===== config.mk =====
export PLATFORM = sky130hd
export DESIGN_NAME = busarb
export DESIGN_NICKNAME = d
export VERILOG_FILES = /design/src/rtl/busarb.sv
export SDC_FILE = /design/constraint.sdc
export NUM_CORES = 1
export LEC_CHECK = 0
export CAP_MARGIN = 15
export CORE_AREA = 2 2 207 209
export DETAILED_ROUTE_END_ITERATION = 10
export DIE_AREA = 0 0 209 211
export GPL_TIMING_DRIVEN = 0
export PLACE_DENSITY_LB_ADDON = 0.1
export REMOVE_ABC_BUFFERS = 1
export SLEW_MARGIN = 20
export SYNTH_ARGS = -nofsm -noshare
export SYNTH_HDL_FRONTEND = slang
export SYNTH_SLANG_ARGS = --single-unit

===== constraint.sdc =====
create_clock -name CLK -period 4.1 [get_ports CLK]
set_input_delay 0.82 -clock CLK [delete_from_list [all_inputs] [get_ports CLK]]
set_output_delay 0.82 -clock CLK [all_outputs]
set_load 0.05 [all_outputs]

===== src/rtl/busarb.sv =====
// -----------------------------------------------------------------------------
// busarb -- two-port AXI4 master arbiter.
//
// Purpose:
//   Shares one external AXI4 master port between two CPU-side masters
//   (S0 = data memory unit, S1 = instruction memory unit). The read path
//   (AR/R) and the write path (AW/W/B) each have their own round-robin
//   arbiter and FSM. A grant is held for a whole transaction, bursts
//   included, so the two requesters never interleave on a path. After the
//   one-cycle arbitration step all forwarding is purely combinational.
//
// Ports:
//   CLK, RST            single clock; synchronous active-high reset
//   S0_AXI_*, S1_AXI_*  CPU-side slave ports (AR/R and AW/W/B channels)
//   M_AXI_*             external master port; AR/AW side-band fields are
//                       driven with constants, RID/BID/RUSER/BUSER ignored
// -----------------------------------------------------------------------------
module busarb #(
    parameter int C_M_AXI_ADDR_WIDTH = 32,
    parameter int C_M_AXI_DATA_WIDTH = 32
) (
    input  logic                              CLK,
    input  logic                              RST,
    // S0 read
    input  logic [C_M_AXI_ADDR_WIDTH-1:0]     S0_AXI_ARADDR,
    input  logic [7:0]                        S0_AXI_ARLEN,
    input  logic                              S0_AXI_ARVALID,
    output logic                              S0_AXI_ARREADY,
    output logic [C_M_AXI_DATA_WIDTH-1:0]     S0_AXI_RDATA,
    output logic [1:0]                        S0_AXI_RRESP,
    output logic                              S0_AXI_RLAST,
    output logic                              S0_AXI_RVALID,
    input  logic                              S0_AXI_RREADY,
    // S0 write
    input  logic [C_M_AXI_ADDR_WIDTH-1:0]     S0_AXI_AWADDR,
    input  logic [7:0]                        S0_AXI_AWLEN,
    input  logic                              S0_AXI_AWVALID,
    output logic                              S0_AXI_AWREADY,
    input  logic [C_M_AXI_DATA_WIDTH-1:0]     S0_AXI_WDATA,
    input  logic [C_M_AXI_DATA_WIDTH/8-1:0]   S0_AXI_WSTRB,
    input  logic                              S0_AXI_WLAST,
    input  logic                              S0_AXI_WVALID,
    output logic                              S0_AXI_WREADY,
    output logic [1:0]                        S0_AXI_BRESP,
    output logic                              S0_AXI_BVALID,
    input  logic                              S0_AXI_BREADY,
    // S1 read
    input  logic [C_M_AXI_ADDR_WIDTH-1:0]     S1_AXI_ARADDR,
    input  logic [7:0]                        S1_AXI_ARLEN,
    input  logic                              S1_AXI_ARVALID,
    output logic                              S1_AXI_ARREADY,
    output logic [C_M_AXI_DATA_WIDTH-1:0]     S1_AXI_RDATA,
    output logic [1:0]                        S1_AXI_RRESP,
    output logic                              S1_AXI_RLAST,
    output logic                              S1_AXI_RVALID,
    input  logic                              S1_AXI_RREADY,
    // S1 write
    input  logic [C_M_AXI_ADDR_WIDTH-1:0]     S1_AXI_AWADDR,
    input  logic [7:0]                        S1_AXI_AWLEN,
    input  logic                              S1_AXI_AWVALID,
    output logic                              S1_AXI_AWREADY,
    input  logic [C_M_AXI_DATA_WIDTH-1:0]     S1_AXI_WDATA,
    input  logic [C_M_AXI_DATA_WIDTH/8-1:0]   S1_AXI_WSTRB,
    input  logic                              S1_AXI_WLAST,
    input  logic                              S1_AXI_WVALID,
    output logic                              S1_AXI_WREADY,
    output logic [1:0]                        S1_AXI_BRESP,
    output logic                              S1_AXI_BVALID,
    input  logic                              S1_AXI_BREADY,
    // M read address
    output logic [0:0]                        M_AXI_ARID,
    output logic [C_M_AXI_ADDR_WIDTH-1:0]     M_AXI_ARADDR,
    output logic [7:0]                        M_AXI_ARLEN,
    output logic [2:0]                        M_AXI_ARSIZE,
    output logic [1:0]                        M_AXI_ARBURST,
    output logic                              M_AXI_ARLOCK,
    output logic [3:0]                        M_AXI_ARCACHE,
    output logic [2:0]                        M_AXI_ARPROT,
    output logic [3:0]                        M_AXI_ARQOS,
    output logic [0:0]                        M_AXI_ARUSER,
    output logic                              M_AXI_ARVALID,
    input  logic                              M_AXI_ARREADY,
    // M read data
    input  logic [0:0]                        M_AXI_RID,
    input  logic [C_M_AXI_DATA_WIDTH-1:0]     M_AXI_RDATA,
    input  logic [1:0]                        M_AXI_RRESP,
    input  logic                              M_AXI_RLAST,
    input  logic [0:0]                        M_AXI_RUSER,
    input  logic                              M_AXI_RVALID,
    output logic                              M_AXI_RREADY,
    // M write address
    output logic [0:0]                        M_AXI_AWID,
    output logic [C_M_AXI_ADDR_WIDTH-1:0]     M_AXI_AWADDR,
    output logic [7:0]                        M_AXI_AWLEN,
    output logic [2:0]                        M_AXI_AWSIZE,
    output logic [1:0]                        M_AXI_AWBURST,
    output logic                              M_AXI_AWLOCK,
    output logic [3:0]                        M_AXI_AWCACHE,
    output logic [2:0]                        M_AXI_AWPROT,
    output logic [3:0]                        M_AXI_AWQOS,
    output logic [0:0]                        M_AXI_AWUSER,
    output logic                              M_AXI_AWVALID,
    input  logic                              M_AXI_AWREADY,
    // M write data
    output logic [C_M_AXI_DATA_WIDTH-1:0]     M_AXI_WDATA,
    output logic [C_M_AXI_DATA_WIDTH/8-1:0]   M_AXI_WSTRB,
    output logic                              M_AXI_WLAST,
    output logic [0:0]                        M_AXI_WUSER,
    output logic                              M_AXI_WVALID,
    input  logic                              M_AXI_WREADY,
    // M write response
    input  logic [0:0]                        M_AXI_BID,
    input  logic [1:0]                        M_AXI_BRESP,
    input  logic [0:0]                        M_AXI_BUSER,
    input  logic                              M_AXI_BVALID,
    output logic                              M_AXI_BREADY
);

    typedef enum logic [1:0] {R_IDLE = 2'd0, R_ADDR = 2'd1, R_DATA = 2'd2} rd_state_e;
    typedef enum logic [1:0] {W_IDLE = 2'd0, W_XFER = 2'd1, W_RESP = 2'd2} wr_state_e;

    rd_state_e rstate_q, rstate_d;
    wr_state_e wstate_q, wstate_d;
    logic      rgnt_q, rgnt_d;      // 0 = S0, 1 = S1
    logic      wgnt_q, wgnt_d;
    logic      rprio_q, rprio_d;    // port served last on the read path
    logic      wprio_q, wprio_d;    // port served last on the write path
    logic      aw_done_q, aw_done_d;
    logic      w_done_q, w_done_d;

    // Round-robin pick: a lone requester wins; on a tie the port that was
    // not served last wins.
    function automatic logic rr_pick(input logic req0, input logic req1, input logic last);
        if (req0 && req1) return ~last;
        return req1;
    endfunction

    // ---------------------------------------------------------------------
    // Constant side-band fields
    // ---------------------------------------------------------------------
    assign M_AXI_ARID    = '0;
    assign M_AXI_ARSIZE  = 3'b010;
    assign M_AXI_ARBURST = 2'b01;
    assign M_AXI_ARLOCK  = 1'b0;
    assign M_AXI_ARCACHE = 4'b0011;
    assign M_AXI_ARPROT  = '0;
    assign M_AXI_ARQOS   = '0;
    assign M_AXI_ARUSER  = '0;
    assign M_AXI_AWID    = '0;
    assign M_AXI_AWSIZE  = 3'b010;
    assign M_AXI_AWBURST = 2'b01;
    assign M_AXI_AWLOCK  = 1'b0;
    assign M_AXI_AWCACHE = 4'b0011;
    assign M_AXI_AWPROT  = '0;
    assign M_AXI_AWQOS   = '0;
    assign M_AXI_AWUSER  = '0;
    assign M_AXI_WUSER   = '0;

    logic unused_inputs;
    assign unused_inputs = ^{M_AXI_RID, M_AXI_BID, M_AXI_RUSER, M_AXI_BUSER};

    // ---------------------------------------------------------------------
    // Read path forwarding: phase enables gate every muxed output so that
    // idle / wrong-phase cycles present zero payload and zero handshakes.
    // ---------------------------------------------------------------------
    logic ar_fwd, r_fwd;
    assign ar_fwd = (rstate_q == R_ADDR);
    assign r_fwd  = (rstate_q == R_DATA);

    assign M_AXI_ARADDR  = ar_fwd ? (rgnt_q ? S1_AXI_ARADDR : S0_AXI_ARADDR) : '0;
    assign M_AXI_ARLEN   = ar_fwd ? (rgnt_q ? S1_AXI_ARLEN  : S0_AXI_ARLEN)  : '0;
    assign M_AXI_ARVALID = ar_fwd & (rgnt_q ? S1_AXI_ARVALID : S0_AXI_ARVALID);
    assign S0_AXI_ARREADY = ar_fwd & ~rgnt_q & M_AXI_ARREADY;
    assign S1_AXI_ARREADY = ar_fwd &  rgnt_q & M_AXI_ARREADY;

    assign M_AXI_RREADY  = r_fwd & (rgnt_q ? S1_AXI_RREADY : S0_AXI_RREADY);
    assign S0_AXI_RVALID = r_fwd & ~rgnt_q & M_AXI_RVALID;
    assign S1_AXI_RVALID = r_fwd &  rgnt_q & M_AXI_RVALID;
    assign S0_AXI_RDATA  = (r_fwd & ~rgnt_q) ? M_AXI_RDATA : '0;
    assign S1_AXI_RDATA  = (r_fwd &  rgnt_q) ? M_AXI_RDATA : '0;
    assign S0_AXI_RRESP  = (r_fwd & ~rgnt_q) ? M_AXI_RRESP : '0;
    assign S1_AXI_RRESP  = (r_fwd &  rgnt_q) ? M_AXI_RRESP : '0;
    assign S0_AXI_RLAST  = r_fwd & ~rgnt_q & M_AXI_RLAST;
    assign S1_AXI_RLAST  = r_fwd &  rgnt_q & M_AXI_RLAST;

    // ---------------------------------------------------------------------
    // Write path forwarding. AW and W are forwarded independently until
    // their own handshake completes, so a finished channel is not replayed
    // while the other one is still waiting.
    // ---------------------------------------------------------------------
    logic aw_fwd, w_fwd, b_fwd;
    assign aw_fwd = (wstate_q == W_XFER) & ~aw_done_q;
    assign w_fwd  = (wstate_q == W_XFER) & ~w_done_q;
    assign b_fwd  = (wstate_q == W_RESP);

    assign M_AXI_AWADDR  = aw_fwd ? (wgnt_q ? S1_AXI_AWADDR : S0_AXI_AWADDR) : '0;
    assign M_AXI_AWLEN   = aw_fwd ? (wgnt_q ? S1_AXI_AWLEN  : S0_AXI_AWLEN)  : '0;
    assign M_AXI_AWVALID = aw_fwd & (wgnt_q ? S1_AXI_AWVALID : S0_AXI_AWVALID);
    assign S0_AXI_AWREADY = aw_fwd & ~wgnt_q & M_AXI_AWREADY;
    assign S1_AXI_AWREADY = aw_fwd &  wgnt_q & M_AXI_AWREADY;

    assign M_AXI_WDATA   = w_fwd ? (wgnt_q ? S1_AXI_WDATA : S0_AXI_WDATA) : '0;
    assign M_AXI_WSTRB   = w_fwd ? (wgnt_q ? S1_AXI_WSTRB : S0_AXI_WSTRB) : '0;
    assign M_AXI_WLAST   = w_fwd & (wgnt_q ? S1_AXI_WLAST  : S0_AXI_WLAST);
    assign M_AXI_WVALID  = w_fwd & (wgnt_q ? S1_AXI_WVALID : S0_AXI_WVALID);
    assign S0_AXI_WREADY = w_fwd & ~wgnt_q & M_AXI_WREADY;
    assign S1_AXI_WREADY = w_fwd &  wgnt_q & M_AXI_WREADY;

    assign M_AXI_BREADY  = b_fwd & (wgnt_q ? S1_AXI_BREADY : S0_AXI_BREADY);
    assign S0_AXI_BVALID = b_fwd & ~wgnt_q & M_AXI_BVALID;
    assign S1_AXI_BVALID = b_fwd &  wgnt_q & M_AXI_BVALID;
    assign S0_AXI_BRESP  = (b_fwd & ~wgnt_q) ? M_AXI_BRESP : '0;
    assign S1_AXI_BRESP  = (b_fwd &  wgnt_q) ? M_AXI_BRESP : '0;

    // ---------------------------------------------------------------------
    // Read FSM next state
    // ---------------------------------------------------------------------
    always_comb begin
        // NOTE: every variable gets a default first so no path leaves it
        // unassigned, which would otherwise infer a latch.
        rstate_d = rstate_q;
        rgnt_d   = rgnt_q;
        rprio_d  = rprio_q;
        case (rstate_q)
            R_IDLE: begin
                if (S0_AXI_ARVALID || S1_AXI_ARVALID) begin
                    rgnt_d   = rr_pick(S0_AXI_ARVALID, S1_AXI_ARVALID, rprio_q);
                    rstate_d = R_ADDR;
                end
            end
            R_ADDR: begin
                if (M_AXI_ARVALID && M_AXI_ARREADY) rstate_d = R_DATA;
            end
            R_DATA: begin
                if (M_AXI_RVALID && M_AXI_RREADY && M_AXI_RLAST) begin
                    rstate_d = R_IDLE;
                    rprio_d  = rgnt_q;
                end
            end
            default: rstate_d = R_IDLE;
        endcase
    end

    // ---------------------------------------------------------------------
    // Write FSM next state
    // ---------------------------------------------------------------------
    logic aw_hs, w_last_hs;
    assign aw_hs     = M_AXI_AWVALID & M_AXI_AWREADY;
    assign w_last_hs = M_AXI_WVALID & M_AXI_WREADY & M_AXI_WLAST;

    always_comb begin
        wstate_d  = wstate_q;
        wgnt_d    = wgnt_q;
        wprio_d   = wprio_q;
        aw_done_d = aw_done_q;
        w_done_d  = w_done_q;
        case (wstate_q)
            W_IDLE: begin
                if (S0_AXI_AWVALID || S1_AXI_AWVALID) begin
                    wgnt_d   = rr_pick(S0_AXI_AWVALID, S1_AXI_AWVALID, wprio_q);
                    wstate_d = W_XFER;
                end
            end
            W_XFER: begin
                // Leave as soon as both halves are done, counting a handshake
                // that lands in this very cycle; the flags restart clear.
                if ((aw_done_q || aw_hs) && (w_done_q || w_last_hs)) begin
                    wstate_d  = W_RESP;
                    aw_done_d = 1'b0;
                    w_done_d  = 1'b0;
                end else begin
                    aw_done_d = aw_done_q | aw_hs;
                    w_done_d  = w_done_q | w_last_hs;
                end
            end
            W_RESP: begin
                if (M_AXI_BVALID && M_AXI_BREADY) begin
                    wstate_d = W_IDLE;
                    wprio_d  = wgnt_q;
                end
            end
            default: wstate_d = W_IDLE;
        endcase
    end

    // ---------------------------------------------------------------------
    // State registers. Priority resets to S1 so S0 wins the first tie.
    // ---------------------------------------------------------------------
    always_ff @(posedge CLK) begin
        // NOTE: non-blocking assignments here so every register samples the
        // pre-edge value of its inputs, independent of statement order.
        if (RST) begin
            rstate_q  <= R_IDLE;
            rgnt_q    <= 1'b0;
            rprio_q   <= 1'b1;
            wstate_q  <= W_IDLE;
            wgnt_q    <= 1'b0;
            wprio_q   <= 1'b1;
            aw_done_q <= 1'b0;
            w_done_q  <= 1'b0;
        end else begin
            rstate_q  <= rstate_d;
            rgnt_q    <= rgnt_d;
            rprio_q   <= rprio_d;
            wstate_q  <= wstate_d;
            wgnt_q    <= wgnt_d;
            wprio_q   <= wprio_d;
            aw_done_q <= aw_done_d;
            w_done_q  <= w_done_d;
        end
    end

endmodule


# ---- Word level (Yosys, flattened, before mapping)
# Cells that the tools add are included.
# Widths: inputs -> output; s select.
dict set report word_totals {
  register_bits 10
  input_bits 292
  output_inout_bits 245
  word_cells 122
}
dict set report classes {
  n_eq_ne 10
  n_mux 44
  bitwise 41
  reduce_logical 19
}
# op n
set op_table {}
lappend op_table {{$mux 32} 8}
lappend op_table {{$and 1x1->1} 33}
lappend op_table {{$mux 8} 4}
lappend op_table {{$mux 2} 10}
lappend op_table {{$mux 1} 18}
lappend op_table {{$pmux 2 s3} 2}
lappend op_table {{$mux 4} 2}
lappend op_table {{$ne 2x1->1 const B} 4}
lappend op_table {{$reduce_and 2->1} 4}
lappend op_table {{$logic_and 1x1->1} 7}
lappend op_table {{$not 1->1} 6}
lappend op_table {{$reduce_and 3->1} 2}
lappend op_table {{$eq 2x1->1 const B} 2}
lappend op_table {{$eq 2x2->1 const B} 2}
lappend op_table {{$logic_not 2->1} 2}
lappend op_table {{$logic_or 1x1->1} 4}
lappend op_table {{$ne 2x2->1 const B} 2}
lappend op_table {{$or 1x1->1} 2}

# ---- Depth between registers and ports, before layout
dict set report logic_depth {
  word_depth 9
  ltp_mapped 6
  depth_no_buf 4
}

# ---- Least setup slack after synthesis
# Ideal clock, no wire load.
dict set report synth_path {
  path_kind {register to output}
  startpoint {register wstate_q[1]}
  endpoint {output port S0_AXI_WREADY}
  arrival_time_ns 2.173
  t_required_ns 3.280
  path_slack_ns 1.107
  stages_incl_launch_ff 6
  path_buffers 3
  path_cell_list {dfxtp_1 > buf_6 > or3b_1 > buf_2 > clkbuf_1 > nor3_1}
}
dict set report synth_between {
  elab_chain_len 4
}
# element line
set synth_rtl {}
lappend synth_rtl {{start: declaration} 123} ;# wr_state_e wstate_q, wstate_d;
lappend synth_rtl {{start signal: assignment} 305} ;# wstate_q <= wstate_d;
lappend synth_rtl {{$eq 2x1->1} 193} ;# assign w_fwd = (wstate_q == W_XFER) & ~w_done_q;
lappend synth_rtl {{$and 1x1->1} 193}
lappend synth_rtl {{$and 1x1->1 (2 in a row)} 206} ;# assign S0_AXI_WREADY = w_fwd & ~wgnt_q & M_AXI_WREADY;
lappend synth_rtl {{end: declaration} 43} ;# output logic S0_AXI_WREADY,
# Every way passes these cells.

# ---- Worst setup path in the final report
dict set report layout_path {
  startpoint {register wgnt_q}
  endpoint {output port M_AXI_AWADDR[9]}
}
dict set report layout_between {
  elab_chain_len 2
}
# element line
set layout_rtl {}
lappend layout_rtl {{start: declaration} 125} ;# logic wgnt_q, wgnt_d;
lappend layout_rtl {{start signal: assignment} 306} ;# wgnt_q <= wgnt_d;
lappend layout_rtl {{$mux 32 (2 in a row)} 196} ;# assign M_AXI_AWADDR = aw_fwd ? (wgnt_q ? S1_AXI_AWADDR : S0_AXI_AWADDR) : '0;
lappend layout_rtl {{end: declaration} 93} ;# output logic [C_M_AXI_ADDR_WIDTH-1:0] M_AXI_AWADDR,
# Every way passes these cells.

==> results.toml <==
[timing]
grt_setup_unrepaired = "no"
timing_hold_violations_final = 0
clock_skew_after_layout_ns = 0.000778
slew_viol_final = 0
fmaxAchievable_mhz = 276
final.min_clock_period_ns = 3.63
final_min_period_over_clock_period_pct = 88.5
max_slew_margin_pct = 55.1
worst-slew-pin-transition_ns = 0.671
setup_violation_total_in_the_final_timing_report = 0
final.setup.tns_ns = 0

[floorplan]
die_height_um = 211
die-width_um = 209
fp.coreArea_um2 = 41800
io-pin-count = 537
initial_utilization_pct = 6.68
floorplan.rows = 75
die_area_um2 = 44100

[power]
cellPowerDensity_nw_per_um2 = 247
p_leak_nw = 2.99
pwr-share-clk_pct = 9.6
combinationalPowerShare_pct = 84.4
power.internal_mw = 0.957
power_frac_seq_pct = 6.0
power.switching_mw = 1.11
p_sw_share_pct = 53.8
vdd_ir_drop_max_mv = 0.0948

[worst_setup_path]
timing.critical_path.max_delay_family = "buffers and inverters"
critical_path.n_buffers_inverters = 5
cp_data_arrival_time_ns = 2.81
critical_path_required_ns = 3.28
slowest_stage = "clkdlybuf4s50_1"
timing.critical_path.slowest_cell_delay_ns = 0.84
critPathMostFrequentCell = "buf_8"
end_kind = "output pin"
worst-setup-path-type = "register to output pin"
critical_path.cell_chain = "buf_12, inv_2, nor3_4, buf_8, buf_8, a22o_1, clkdlybuf4s50_1"
critical_path_peak_fanout = 27
critPathLaunchType = "register"

[finish]
num_antenna_cells = 0
area.growth.synth_to_final_pct = 201
drive_gt1_share_pct = 3.24
final_core_util_pct = 20.1
layout.filler_cells = 4665
register_area_um2 = 204
num-nets-final = 1156
multi_input_area_um2 = 2290
final_design_area_no_fill_um2 = 8390

[route]
avgRoutedWirePerCell_um = 15.9
drt_first_pass_iters = 4
dr_total_vias = 4560
detail-route-antenna-nets = 0
detailedRoute.firstIterationViolations = 156
viasPerCell = 3.25
detail_route.drc_violations = 0
total_wire_length_mm = 22.2

[global_routing]
overflow = 0
initial_antenna_violation_count = 1
pin_count_of_the_biggest_net_entering_global_routing = 37
first_global_vias = 4622
grt.total_usage_pct = 9.30
grt_first_pass_wirelength_mm = 30.9

[job]
drv_cap = 0

[clock_network]
worst_setup_hold_path_clk_slew_ns = 0.04
clock_path_buffers = 2
cts_num_sinks = 10
htree_levels = 1
clock_insertion_delay_worst_skew_ns = 0.24
cts_inserted_buffers = 3
tritoncts = "yes"
clock-root-buffer = "clkbuf_16"
cts.hold.buffers_added = 0

[place]
gpl_congestion = 0.701
post_dp_cell_area_um2 = 8300
port_buffers = 493
hpwl_mm = 19.5

[synthesis]
synth-compound-area-share_pct = 28.9
main_combinational_cell_family_by_area_after_synthesis = "simple AND/OR/NAND/NOR gates"
synth_xor_xnor_area_share_pct = 0
area_of_the_mapped_netlist_um2 = 2790
synth.ff_latch_count = 10
number_of_cells_produced_by_synthesis = 392
adder_cell_share_of_the_synthesized_area_pct = 0
ys_types = 34
synth_seq_area_share_pct = 7.18
synthesis.yosys.warnings = 0
synth_area_per_cell_um2 = 7.11
synthMuxAreaShare_pct = 15.5
synth-simple-area-share_pct = 31.4

[worst_hold_path]
holdCritPathClass = "register to register"

[run_status]
status = "completed"
worst reg2reg max path, delay by kind of cell (launching register included):
kind / cells / cell delay (ns)
AND/OR/NAND/NOR: 3 / 1.25
AO/OA/AOI/OAI: 1 / 0.21
flip-flops: 1 / 0.52
state kept, by name, summed over array words and instances (netlist names):
signal	cells
wgnt_q	1
wstate_q	2
rstate_q	2
w_done_q	1
wprio_q	1
rprio_q	1
rgnt_q	1
aw_done_q	1
power groups by stage:
stage / combinational [mW] / sequential (mW) / clock (mW)
2_1_floorplan: 0.983 / 0.125 / 0
3_3_place_gp: 1.73 / 0.136 / 0
3_5_place_dp: 1.76 / 0.128 / 0
4_1_cts: 1.77 / 0.126 / 0.206
5_1_grt: 1.83 / 0.128 / 0.212
6_report: 1.75 / 0.125 / 0.199
per-layer routing:
| metal | GRT usage [%] | up-vias | wire length [um] | part of all wire [%] |
|---|---|---|---|---|
| met5 | 0 | - | 7 | 0.031 |
| met3 | 3.00 | 10 | 1840 | 8.3 |
| met2 | 17.8 | 269 | 11700 | 53 |
| li1 | - | 2251 | - | - |
| met1 | 10.3 | 2028 | 8480 | 38 |
| met4 | 0.887 | 2 | 186 | 0.84 |
cell type report:
type                    count  share of cell area (%)
clock buffers               4                    1.06
repair buffers            506                    61.0
well taps                 539                    8.03
multi-input cells         339                    27.3
inverters                   4                   0.179
flip-flops and latches     10                    2.43
cell usage after synthesis (all sizes together):
cell    count  area, um2
a22o       82        718
and2       76        475
nor2       54        203
buf        50        354
mux2i      41        410
clkbuf     26       97.6
nand2      12       45.0
dfxtp      10        200
nor3        8       50.1
nand2b      5       31.3
inv         4       15.0
a21oi       2       10.0
a32oi       2       17.5
conb        2       7.51
mux2        2       22.5
o21ai       2       10.0
or3         2       12.5
a31oi       1       6.26
a32o        1       10.0
and3b       1       8.76
nor2b       1       6.26
nor3b       1       7.51
nor4        1       21.3
o22ai       1       6.26
o311ai      1       8.76
o32ai       1       8.76
o41ai       1       8.76
or2         1       6.26
or3b        1       8.76
cell usage in the layout, fill, tap and decap left out, types with 3 or more instances in the layout:
master           instances
nand2_1                 12
clkdlybuf4s50_1        493
inv_1                    3
nor3_1                   6
nand2b_1                 5
buf_4                    4
buf_8                    5
and2_1                  76
a22o_1                  82
mux2i_1                 41
clkbuf_16                3
conb_1                  39
dfxtp_1                  9
nor2_1                  52
metrics by stage:
stage,worst slack (ns),hold WS (ns),std cells,power (mW)
after global placement,-3.13,0.473,1385,1.86
after CTS,0.143,0.487,1401,2.10
after detailed placement,0.414,0.474,1397,1.89
after global routing,0.294,0.526,1402,2.17
after floorplan,-0.391,0.440,353,1.11
final,0.472,0.483,1402,2.07
timing repair:
action / 4_1_cts / 5_1_grt
resized for setup: 0 / 0
setup endpoints to repair: 0 / 1
buffers inserted: 0 / 1
worst paths after layout:
path,from,to,slack [ns],depth (start not counted)
setup / recovery,wgnt_q,M_AXI_AWADDR[9],0.47,7
hold / removal,rprio_q,rprio_q,0.48,2
setup reg to reg,wstate_q[0],aw_done_q,2.01,4
hold reg to reg,rprio_q,rprio_q,0.48,2
kinds of logic after synthesis:
logic type | after synthesis
AO/OA/AOI/OAI | 94
other | 2
flip-flops | 10
multiplexers | 43
buffers and inverters | 80
AND/OR/NAND/NOR | 163
Note: power is estimated with default switching activity, not from simulation.
